===== config.mk =====
export PLATFORM = sky130hd
export DESIGN_NAME = sobol_rng
export DESIGN_NICKNAME = d
export VERILOG_FILES = /design/src/rtl/sobol_rng.sv
export SDC_FILE = /design/constraint.sdc
export NUM_CORES = 1
export LEC_CHECK = 0
export BUFFER_PORTS_ARGS = -buffer_cell sky130_fd_sc_hd__buf_2
export CAP_MARGIN = 20
export CORE_UTILIZATION = 54
export CTS_CLUSTER_SIZE = 10
export DETAILED_ROUTE_END_ITERATION = 10
export HOLD_SLACK_MARGIN = 0.03
export PLACE_DENSITY = 0.75
export SYNTH_ARGS = -nofsm -noshare
export SYNTH_HDL_FRONTEND = slang
export SYNTH_HIERARCHICAL = 1
export SYNTH_SLANG_ARGS = --single-unit
export TNS_END_PERCENT = 50

===== constraint.sdc =====
create_clock -name clk -period 1.94 [get_ports clk]
set_input_delay 0.097 -clock clk [delete_from_list [all_inputs] [get_ports clk]]
set_output_delay 0.097 -clock clk [all_outputs]
set_load 0.01 [all_outputs]

===== src/rtl/sobol_rng.sv =====
// Single-dimension Sobol sequence generator (Gray-code order) built around the lsz encoder.
// Optional macro SOBOL_DV_LOAD_EN adds a writable direction-vector register file.

module lsz #(
   parameter int BITWIDTH    = 8,
   parameter int LOGBITWIDTH = 3
) (
   input  logic [BITWIDTH-1:0]    iGray,
   output logic [BITWIDTH-1:0]    oLszOneHot,
   output logic [LOGBITWIDTH-1:0] lszIdx
);

   // Lowest zero bit isolated: all-ones input yields an all-zero one-hot.
   assign oLszOneHot = ~iGray & (iGray + {{(BITWIDTH-1){1'b0}}, 1'b1});

   // One-hot to binary index encoder.
   always_comb begin
      lszIdx = {LOGBITWIDTH{1'b0}};
      for (int k = 0; k < BITWIDTH; k++) begin
         lszIdx = lszIdx | (oLszOneHot[k] ? LOGBITWIDTH'(k) : {LOGBITWIDTH{1'b0}});
      end
   end

endmodule

module sobol_rng #(
   parameter int BITWIDTH    = 8,
   parameter int LOGBITWIDTH = 3
) (
   input  logic                   clk,
   input  logic                   rst,
   input  logic                   iEn,
`ifdef SOBOL_DV_LOAD_EN
   input  logic                   iDvWe,
   input  logic [LOGBITWIDTH-1:0] iDvIdx,
   input  logic [BITWIDTH-1:0]    iDvData,
`endif
   output logic [BITWIDTH-1:0]    oSobol,
   output logic                   oValid,
   output logic                   oWrap
);

   function automatic logic [BITWIDTH-1:0] default_dv(input int k);
      return {{(BITWIDTH-1){1'b0}}, 1'b1} << (BITWIDTH - 1 - k);
   endfunction

   logic [BITWIDTH-1:0]    cnt_r;
   logic [BITWIDTH-1:0]    out_r;
   logic                   valid_r;
   logic                   wrap_r;
   logic [BITWIDTH-1:0]    dv_s [BITWIDTH];
   logic [BITWIDTH-1:0]    onehot_s;
   logic [LOGBITWIDTH-1:0] lsz_idx_s;
   logic [BITWIDTH-1:0]    sel_dv_s;
   logic                   last_s;

   lsz #(
      .BITWIDTH   (BITWIDTH),
      .LOGBITWIDTH(LOGBITWIDTH)
   ) u_lsz (
      .iGray     (cnt_r),
      .oLszOneHot(onehot_s),
      .lszIdx    (lsz_idx_s)
   );

`ifdef SOBOL_DV_LOAD_EN
   logic [BITWIDTH-1:0] dv_r [BITWIDTH];
   logic                dv_idx_ok_s;

   assign dv_idx_ok_s = ({1'b0, iDvIdx} < (LOGBITWIDTH+1)'(BITWIDTH));

   // Direction-vector register file; writes land after this cycle's XOR.
   always_ff @(posedge clk) begin
      if (rst) begin
         for (int k = 0; k < BITWIDTH; k++) begin
            dv_r[k] <= default_dv(k);
         end
      end else if (iDvWe && dv_idx_ok_s) begin
         dv_r[iDvIdx] <= iDvData;
      end
   end

   // Expose the register file to the datapath.
   always_comb begin
      for (int k = 0; k < BITWIDTH; k++) begin
         dv_s[k] = dv_r[k];
      end
   end
`else
   // Fixed van der Corput vectors, pure wiring.
   always_comb begin
      for (int k = 0; k < BITWIDTH; k++) begin
         dv_s[k] = default_dv(k);
      end
   end
`endif

   assign sel_dv_s = dv_s[lsz_idx_s];
   assign last_s   = ~|onehot_s;

   // Index counter, output accumulator and status flags.
   always_ff @(posedge clk) begin
      if (rst) begin
         cnt_r   <= {BITWIDTH{1'b0}};
         out_r   <= {BITWIDTH{1'b0}};
         valid_r <= 1'b0;
         wrap_r  <= 1'b0;
      end else begin
         valid_r <= iEn;
         if (iEn) begin
            if (last_s) begin
               cnt_r  <= {BITWIDTH{1'b0}};
               out_r  <= {BITWIDTH{1'b0}};
               wrap_r <= 1'b1;
            end else begin
               cnt_r  <= cnt_r + {{(BITWIDTH-1){1'b0}}, 1'b1};
               out_r  <= out_r ^ sel_dv_s;
               wrap_r <= 1'b0;
            end
         end else begin
            wrap_r <= 1'b0;
         end
      end
   end

   assign oSobol = out_r;
   assign oValid = valid_r;
   assign oWrap  = wrap_r;

endmodule

==> metrics.md, run 1 <==
| Metric | Value |
|---|---|
| Post-Route Skew | approximately 0.0064 ns |
| # H-tree levels | 1 |
| Antenna violations before repair | 0 |
| Clock insertion delay at the later pin of the skew report | 0.29 ns |
| Number of search-and-repair iterations in the first detailed-routing pass | 4 |
| Footprint of the multi-input gates | between 500 and 600 sq um |
| Global-route total usage across every layer | 19.3% |
| Number of enable flip-flop cells after synthesis | 0 |
| HPWL Detailed | ~1200 um |
| Clock power share | 32.2% |
| Total setup buffers inserted after CTS | 0 |
| Die Span Y | between 40 and 50 um |
| Startpoint kind of the worst setup timing path | register |
| FMAX | approximately 550 MHz |
| Cells resized by post-CTS repair | 0 |
| Sequential element share of the synthesized area | 38.6% |
| Setup tns final | 0 ns |
| Synth warn | 6 |
| Actual slew at the worst max-slew pin | between 0.2 and 0.3 ns |
| Number of input and output port buffers inserted | 12 |
| Top-area cell type share of the netlist area | 38.6% |
| Number of buffers created by CTS | 3 |
| Static leakage | 0.000438 uW |
| Sink Count | 18 |
| Cell type of the slowest stage on the worst timing path | dfxtp_1 |
| Series of cell instances along the critical path | nand4_4, nor4b_4, a31o_1, and4bb_2, xnor2_1, nor2_1 |
| Combinational group share of total power | 13.4% |
| Fraction of final layout cells with drive strength greater than 1 | between 20% and 30% |
| Top area cells in the synthesized netlist | dfxtp_1 (39%), nor2_1 (7.6%), xor2_1 (6.6%) |
| Number of synthesized register bits | 18 |
| Root cell of the clock tree | clkbuf_4 |
| Number of antenna repair diodes | 0 |
| Fill cell total of the finished layout | 134 |
| Initial standard-cell utilization of the core | 59.9% |
| Biggest cell delay along the critical path | slightly above 0.4 ns |
| Final setup vio count | 0 |
| Area delta synth->final | 16.0% |
| Busiest layer in global routing | met1 |
| Post-detailed-route via-to-cell ratio | 5.56 |
| Clock-pin slew on the worst setup and hold paths | 0.11 ns |
| Worst setup slack after layout | around 0.14 ns |
| # DRC | 0 |
| Setup Slack @ Placement | ~0.17 ns |
| Number of non-filler instances in the completed layout | around 130 |
| IR drop worst, VDD | 373 uV |
| PwrDens | 664 nW/um^2 |
| Die Width | 43.6 um |
| Slack of the worst reg-to-reg path | approximately 0.14 ns |
| Cell taking the most area after synthesis | dfxtp_1 |
| Core Footprint | 1560 sq um |
| Post-Synthesis Net Count | 101 |
| Minimum clock period after layout | 1.80 ns |
| Total congestion overflow | 0 |
| Pin count of the biggest net entering global routing | 18 |
| Required time at the endpoint of the critical path | 2.12 ns |
| Post-synth ARST share | 0% |
| Number of core rows | 14 |
| Critical path class | register to register |
| Count of distinct cell types in the synthesized netlist | 31 |
| Met3 track demand over resource | 3.75% |
| Synthesized area per cell | just under 10 sq um |
| Count of nets left with antenna violations after detail routing | 0 |
| Cell count after placement | 129 |
| CTS tree | yes |
| Routed wire per std cell | 12.6 um |
| First-pass GRT wire length | between 2000 and 3000 um |
| Endpoint arrival time on the critical path | 1.99 ns |
| Clock tree buffer depth | 2 |
| Psw | 177 uW |
| Final hold vios | 0 |
| Rel. slew slack | 80.6% |
| Gp weighted congestion | approximately 0.85 |
| Post-synth design cell area | between 900 and 1000 sq um |
| Top-level port count | 13 |
| Internal power summed over all cells | 541 uW |
| Cell count after synthesis | 97 |
| Die Footprint | between 1500 and 2000 sq um |
| RSZ-0062 raised after global routing | no |
| Vias in the first global route | 586 |
| Crit end category | register |
| Fraction of power consumed by sequential logic | between 50% and 60% |
| Max-cap violations | 0 |
| Number of vias after detailed routing | 745 |
| Switch share | 24.6% |
| Worst min-delay path category | primary input to register |
| Portion of the clock cycle consumed by the worst path in the final layout | approximately 93% |
| Met2 track utilization from global routing | 26.9% |
| Status | finished, final reports clean |
| Final wirelength | 1690 um |
| Final Max Tran Viols | 0 |
| Detailed Route Iter0 Violations | 20 |
| Routing usage on met1 | 27.4% |
| Dominant synthesized flop cell | dfxtp_1 |
| Total Nets Final | 123 |
| Sequential cell area | 360 sq um |
| Highest net fanout along the worst path | 8 |
==> final timing paths <==
kind,to,cells after the start,startpoint
hold / removal,oValid$_SDFF_PP0_,2,iEn
hold reg to reg,oSobol[2]$_SDFFE_PP0P_,2,oSobol[2]$_SDFFE_PP0P_
setup reg to reg,oSobol[3]$_SDFFE_PP0P_,6,cnt_r[3]$_SDFFE_PP0P_
setup / recovery,oSobol[3]$_SDFFE_PP0P_,6,cnt_r[3]$_SDFFE_PP0P_
==> synthesized netlist by cell type (2+ instances only) <==
library cell and number:
nand4b_1 3, nor4b_4 2, buf_6 2, or3_1 3, and4bb_2 3, o21ai_0 3
nor2_1 19, nand4_1 5, xnor2_1 5, xor2_1 7, a21oi_1 3, dfxtp_1 18
nand2_1 6
==> area by class of cell <==
cell class | instances | area share [%]
well taps | 16 | 1.85
flip-flops and latches | 18 | 33.3
multi-input cells | 75 | 49.8
clock buffers | 4 | 3.35
inverters | 1 | 0.347
repair buffers | 20 | 11.3
==> state kept, by name (all words and copies together) (netlist names) <==
register  cells
oSobol        8
oWrap         1
oValid        1
cnt_r         8
==> metrics by stage <==
stage | utilization, % | hold WS, ns | total power (uW) | cell area, sq um
finish | 69.4 | 0.189 | 718 | 1080
CTS | 69.4 | 0.174 | 733 | 1080
detailed placement | 66.5 | 0.292 | 494 | 1040
global route | 69.4 | 0.196 | 756 | 1080
global placement | 66.5 | 0.287 | 492 | 1040
floorplan | - | 0.169 | 472 | 933
==> metal layers <==
| layer | vias to the layer above | wire [um] |
|---|---|---|
| met5 | - | 0 |
| met4 | 0 | 13 |
| met3 | 2 | 40 |
| met2 | 11 | 740 |
| met1 | 346 | 898 |
| li1 | 386 | - |
==> critical path, delay by kind of cell, from the launching register on <==
family / cells / cell delay (ns)
xor+xnor: 1 / 0.13
compound gates: 1 / 0.32
simple gates: 4 / 0.84
flops: 1 / 0.41
==> placed cells by master, fill, tap and decap left out, types with 5 or more instances in the layout <==
master   netlist  final
buf_4          1      7
buf_2          0     12
dfxtp_1       18     18
xor2_1         7      7
nand2_1        6      6
xnor2_1        5      5
nor2_1        19     19
nand4_1        5      5
==> cell families after synthesis <==
kind of cell,synth area share (%)
compound gates,7.77
xor+xnor,11.3
fa+ha+maj,1.34
buf+inv,3.62
flops,38.6
mux,1.07
simple gates,36.3
==> power groups by stage <==
stage / Clock (uW) / Sequential, uW / Combinational, uW
after CTS: 246 / 391 / 96.1
final: 231 / 391 / 96.0
after floorplan: 0 / 408 / 63.9
after global routing: 257 / 393 / 105
after global placement: 0 / 399 / 92.4
after detailed placement: 0 / 399 / 94.7
==> what timing repair did <==
item / CTS / global route
hold buffers: 1 / 0
endpoints found under the hold margin: 2 / 0
endpoints found under the setup margin: 0 / 0
No activity file was read; power rests on OpenSTA's default activity.
==> run 2: changes to the inputs <==
Settings changed: CELL_PAD_IN_SITES_DETAIL_PLACEMENT from default to 1, CELL_PAD_IN_SITES_GLOBAL_PLACEMENT from default to 2, CORE_UTILIZATION 54 to 34.
==> run 2 against run 1 <==
Global-route usage shrank 2.7 points; clock power grew 6%; via count grew 4.0%; die area grew 56%; worst hold slack gained 0.00074 ns; count of clock-buffer cells in the layout is the same; sequential power is essentially flat; fmax grew 1.6%; clock skew shrank 0.0018 ns; sequential cell count is the same; power grew 2.6%; setup slack gained 0.028 ns.
==> metrics.md, run 2 (synthesized netlist as in run 1, its figures left out) <==
| Metric | Value |
|---|---|
| Status | finished, final reports clean |
| # H-tree levels | 1 |
| Pin count of the biggest net entering global routing | 18 |
| Post-detailed-route via-to-cell ratio | around 5.2 |
| Biggest cell delay along the critical path | ~0.41 ns |
| Antenna violations before repair | 0 |
| # DRC | 0 |
| Global-route total usage across every layer | 16.5% |
| Final setup vio count | 0 |
| Series of cell instances along the critical path | buf_4, or2b_2, a31o_2, and4bb_2, xnor2_1, nor2_1 |
| CTS tree | yes |
| Top-level port count | 13 |
| Post-Route Skew | ~0.0047 ns |
| Final wirelength | 2090 um |
| Cell type of the slowest stage on the worst timing path | dfxtp_1 |
| Sink Count | 18 |
| Highest net fanout along the worst path | 8 |
| Final Max Tran Viols | 0 |
| Static leakage | 0.000438 uW |
| Clock tree buffer depth | 2 |
| Total Nets Final | 123 |
| Count of nets left with antenna violations after detail routing | 0 |
| Met2 track utilization from global routing | roughly a quarter |
| Top library cells by usage in the layout, fill and taps aside | nor2_1 (19), dfxtp_1 (18), buf_2 (12), xor2_1 (7), buf_4 (7) |
| Critical path class | register to register |
| Rel. slew slack | about 79% |
| Core Footprint | between 2000 and 3000 sq um |
| Detailed Route Iter0 Violations | 8 |
| Total setup buffers inserted after CTS | 0 |
| FMAX | about 560 MHz |
| Number of core rows | 18 |
| Setup tns final | 0 ns |
| Fraction of final layout cells with drive strength greater than 1 | between 20% and 30% |
| Startpoint kind of the worst setup timing path | register |
| Crit end category | register |
| Vias in the first global route | 714 |
| PwrDens | 670 nW/um^2 |
| Hold WS | 0.190 ns |
| Number of buffers created by CTS | 3 |
| Total congestion overflow | 0 |
| First-pass GRT wire length | about 3300 um |
| Number of search-and-repair iterations in the first detailed-routing pass | 4 |
| Slack of the worst reg-to-reg path | 0.16 ns |
| Die Footprint | 2960 sq um |
| Endpoint arrival time on the critical path | 1.98 ns |
| Initial standard-cell utilization of the core | 36.7% |
| Number of antenna repair diodes | 0 |
| Worst min-delay path category | primary input to register |
| Final hold vios | 0 |
| Number of non-filler instances in the completed layout | approximately 150 |
| RSZ-0062 raised after global routing | no |
| Die Span Y | 54.4 um |
| Number of vias after detailed routing | 775 |
| Portion of the clock cycle consumed by the worst path in the final layout | 91.6% |
| Clock insertion delay at the later pin of the skew report | just over 0.3 ns |
| Busiest layer in global routing | met2 |
| Routing usage on met1 | about 20% |
| Max-cap violations | 0 |
| Actual slew at the worst max-slew pin | 0.306 ns |
| Met3 track demand over resource | 4.17% |
| IR drop worst, VDD | about 350 uV |
| Die Width | about 54 um |
| HPWL Detailed | about 1400 um |
| Routed wire per std cell | around 14 um |
| Root cell of the clock tree | clkbuf_4 |
| Most common library cell in the layout ignoring fill and taps | nor2_1 |
| Area delta synth->final | 17.8% |
| Minimum clock period after layout | 1.78 ns |
| Number of input and output port buffers inserted | 12 |
| Clock-pin slew on the worst setup and hold paths | 0.11 ns |
| Required time at the endpoint of the critical path | 2.14 ns |
| Gp weighted congestion | 0.767 |
| Finished Core Util | 43.2% |
| Cell count after placement | 143 |
## run 2: cell counts in the layout (fill, tap and decap cells not counted)
Identical to the previous run, type by type.
## run 2: per-layer routing
| metal | routed length, um | up-vias |
|---|---|---|
| met5 | 0 | - |
| met4 | 49 | 0 |
| met3 | 57 | 5 |
| met2 | 980 | 9 |
| met1 | 1000 | 372 |
| li1 | - | 389 |
## run 2: what timing repair did
| action | CTS | global route |
|---|---|---|
| hold endpoints to repair | 2 | 0 |
| gates resized for setup | 0 | 1 |
| hold buffers | 1 | 0 |
| setup endpoints to repair | 0 | 1 |
## run 2: final timing paths
path	startpoint	cells past startpoint	end
worst min register to register	oSobol[1]$_SDFFE_PP0P_	2	oSobol[1]$_SDFFE_PP0P_
worst max-delay path	cnt_r[1]$_SDFFE_PP0P_	6	oSobol[3]$_SDFFE_PP0P_
worst max register to register	cnt_r[1]$_SDFFE_PP0P_	6	oSobol[3]$_SDFFE_PP0P_
worst min-delay path	iEn	2	oValid$_SDFF_PP0_
## run 2: worst max-delay path: cells and delay by family, from the launching register on
kind,cells,cell delay (ns)
and+or+nand+nor,3,0.66
DFF,1,0.41
buffers and inverters,1,0.17
AOI/OAI and AO/OA,1,0.31
xor gates and xnor gates,1,0.12
## run 2: where the power goes
| group | switching, uW | leakage (uW) | total, uW | internal (uW) |
|---|---|---|---|---|
| sequential | 9.38 | 0.000146 | 391 | 382 |
| combinational | 53.9 | 0.000271 | 100 | 46.1 |
| clock | 131 | 0.0000210 | 246 | 115 |
| total | 194 | 0.000438 | 737 | 543 |
## run 2: metrics by stage
step                setup WS [ns]  area [sq um]  total power, uW
finish                      0.164          1100              737
global route               0.0791          1100              773
CTS                         0.104          1100              751
detailed placement          0.132          1050              499
global placement            0.206          1050              494
floorplan                   0.206           933              472
## run 2: layout make-up
class                      count  area, sq um
inverter                       1         3.75
sequential                    18          360
multi-input combinational     75          539
fill                         302         1450
timing repair buffer          20          123
tap                           30         37.5
clock buffer                   4         36.3
==> run 3: changes to the inputs <==
Settings changed: ABC_AREA from default to 1, CAP_MARGIN 20 to default, CORE_UTILIZATION 34 to 31.
==> run 3 against run 2 <==
Sequential share of layout area decreased by 0.48 points; synthesized cell count increased by 41%; critical path depth increased by 4; count of clock-buffer cells in the layout decreased by 1; worst hold slack improved by 0.011 ns; via count increased by 10%; register-to-register slack improved by 0.15 ns; non-clock buffer count decreased by 7; final cell count increased by 32%; combinational power decreased by 25%.
==> metrics.md, run 3 <==
| Metric | Value |
|---|---|
| PwrDens | 602 nW/um^2 |
| Number of antenna repair diodes | 0 |
| Final setup vio count | 0 |
| Sink Count | 18 |
| Total Nets Final | 157 |
| Number of search-and-repair iterations in the first detailed-routing pass | 3 |
| Dominant synthesized flop cell | dfxtp_1 |
| Biggest cell delay along the critical path | about 0.50 ns |
| Number of input and output port buffers inserted | 12 |
| Fraction of power consumed by sequential logic | between 50% and 60% |
| Initial standard-cell utilization of the core | 32.5% |
| Most common cell in the netlist | nor2_1 |
| CTS tree | yes |
| Vias in the first global route | 840 |
| Fill cell total of the finished layout | just over 400 |
| RSZ-0062 raised after global routing | no |
| Synth warn | 6 |
| Crit end category | register |
| Critical path class | register to register |
| Clock-pin slew on the worst setup and hold paths | 0.11 ns |
| Portion of the clock cycle consumed by the worst path in the final layout | 83.9% |
| Most frequent cells after synthesis | nor2_1 (28), nand2_1 (21), dfxtp_1 (18), inv_1 (14), nor2_2 (13) |
| Final hold vios | 0 |
| Switch share | 28.6% |
| Top library cells by usage in the layout, fill and taps aside | nor2_1 (28), nand2_1 (21), dfxtp_1 (18), inv_1 (14), nor2_2 (13) |
| Endpoint arrival time on the critical path | 1.86 ns |
| Cell taking the most area after synthesis | dfxtp_1 |
| Die Width | 58.5 um |
| Status | finished, final reports clean |
| Die Span Y | 58.5 um |
| HPWL Detailed | 1800 um |
| Minimum clock period after layout | 1.63 ns |
| Worst R2R Start | cnt_r[0]$_SDFFE_PP0P_ |
| Die Footprint | 3430 sq um |
| Cells resized by post-CTS repair | 0 |
| # H-tree levels | 1 |
| Rel. slew slack | 78.5% |
| Clock tree buffer depth | 2 |
| Setup tns final | 0 ns |
| Global-route total usage across every layer | 15.3% |
| Number of buffers created by CTS | 3 |
| Max-cap violations | 0 |
| Routed wire per std cell | approximately 12 um |
| Root cell of the clock tree | clkbuf_4 |
| Final Max Tran Viols | 0 |
| Antenna violations before repair | 0 |
| Final wirelength | 2310 um |
| Count of nets left with antenna violations after detail routing | 0 |
| FMAX | 614 MHz |
| Number of core rows | 20 |
| Fraction of final layout cells with drive strength greater than 1 | 25.2% |
| Number of vias after detailed routing | about 860 |
| Cell type of the slowest stage on the worst timing path | dfxtp_1 |
| Post-synth design cell area | 991 sq um |
| Sequential element share of the synthesized area | 36.4% |
| Pin count of the biggest net entering global routing | 15 |
| Post-synth ARST share | 0% |
| Series of cell instances along the critical path | nand2_1, nor2_2, nand3_1, inv_1, nor2_1, nand2_1, nor2_1, nand2_2, nand2_4, a21oi_1 |
| Startpoint kind of the worst setup timing path | register |
| Total congestion overflow | 0 |
| Static leakage | 0.000464 uW |
| Worst setup path startpoint | cnt_r[0]$_SDFFE_PP0P_ |
| Internal power summed over all cells | 480 uW |
| Clock power share | 30.5% |
| Sequential cell area | 360 sq um |
| Number of synthesized register bits | 18 |
| Synthesized area per cell | 7.23 sq um |
| Setup Slack @ Placement | 0.333 ns |
| Combinational group share of total power | 11.2% |
| Detailed Route Iter0 Violations | 8 |
| Top-area cell type share of the netlist area | 36.4% |
| Required time at the endpoint of the critical path | 2.17 ns |
| Gp weighted congestion | 0.773 |
| Clock insertion delay at the later pin of the skew report | ~0.3 ns |
| Startpoint of the tightest hold check path | iEn |
| Top area cells in the synthesized netlist | dfxtp_1 (36%), nor2_1 (11%), nor2_2 (8.2%) |
| First-pass GRT wire length | 3950 um |
| IR drop worst, VDD | around 190 uV |
| Post-Synthesis Net Count | 141 |
| # DRC | 0 |
| Top-level port count | 13 |
| Worst setup slack after layout | 0.312 ns |
| Core Footprint | approximately 3100 sq um |
| Psw | ~190 uW |
| Actual slew at the worst max-slew pin | ~0.32 ns |
| Post-Route Skew | 0.00260 ns |
| Most common library cell in the layout ignoring fill and taps | nor2_1 |
| Post-detailed-route via-to-cell ratio | roughly 4.4 |
| Footprint of the multi-input gates | 544 sq um |
| Worst min-delay path category | primary input to register |
| Area delta synth->final | 12.6% |
| Cell count after synthesis | 137 |
| Count of distinct cell types in the synthesized netlist | 23 |
| Number of enable flip-flop cells after synthesis | 0 |
| Highest net fanout along the worst path | 14 |
==> run 3: changes by cell type after synthesis, sizes merged, moves of 3 or more <==
cell	previous run	this run
and4bb	3	0
nand4b	3	0
or3	3	0
nor2	19	41
nand3	1	10
nand2	6	26
nand4	6	2
inv	1	17
==> run 3: power groups by stage <==
| stage | sequential [uW] | combinational, uW | clock [uW] |
|---|---|---|---|
| 5_1_grt | 394 | 85.5 | 222 |
| 3_3_place_gp | 399 | 73.6 | 0 |
| 3_5_place_dp | 400 | 75.1 | 0 |
| 4_1_cts | 392 | 76.8 | 214 |
| 6_report | 392 | 74.9 | 205 |
| 2_1_floorplan | 401 | 55.0 | 0 |
==> run 3: final cells by class <==
type | instances | area share [%]
clock buffers | 3 | 2.02
well taps | 44 | 4.93
multi-input cells | 100 | 48.8
flip-flops and latches | 18 | 32.3
repair buffers | 13 | 6.28
inverters | 17 | 5.72
==> run 3: routing by layer <==
metal  vias up  share of wire (%)  track usage, %  routed length [um]
met5         -                  0               0                   0
met2        10                 44            23.5                1010
li1        447                  -               -                   -
met3         2                2.1            1.98                  48
met1       396                 53            21.9                1220
met4         0                1.2            6.12                  27
==> run 3: kinds of logic (layout without fill, tap and decap cells) <==
family	count (synthesis)	in the layout	synth area share [%]
compound gates	5	5	2.78
xor+xnor	11	11	9.72
fa+ha+maj	1	1	1.26
buf+inv	19	33	8.71
flops	18	18	36.4
simple gates	83	83	41.2
==> run 3: worst paths after layout <==
kind	end	slack, ns	cells past startpoint
max reg2reg	cnt_r[0]$_SDFFE_PP0P_	0.31	10
min reg2reg	cnt_r[7]$_SDFFE_PP0P_	0.53	2
min	oValid$_SDFF_PP0_	0.20	3
max	cnt_r[0]$_SDFFE_PP0P_	0.31	10
==> run 3: what timing repair did <==
action,in CTS,in global routing
hold buffers,1,0
endpoints found under the setup margin,0,0
setup buffers,0,0
hold endpoints to repair,2,0
==> run 3: metrics by stage <==
stage | instances | instance area (sq um) | util, % | total power (uW) | hold slack (ns)
detailed placement | 191 | 1080 | 35.5 | 475 | 0.300
CTS | 195 | 1120 | 36.6 | 683 | 0.203
global route | 195 | 1120 | 36.6 | 701 | 0.231
finish | 195 | 1120 | 36.6 | 672 | 0.201
floorplan | 137 | 991 | - | 456 | 0.169
global placement | 191 | 1080 | 35.5 | 473 | 0.289
==> run 3: worst max-delay path: cells and delay by family, from the launching register on <==
kind	cells	cell delay (ns)
AO/OA/AOI/OAI	1	0.18
flip-flops	1	0.50
buffers and inverters	1	0.07
AND/OR/NAND/NOR	8	0.82
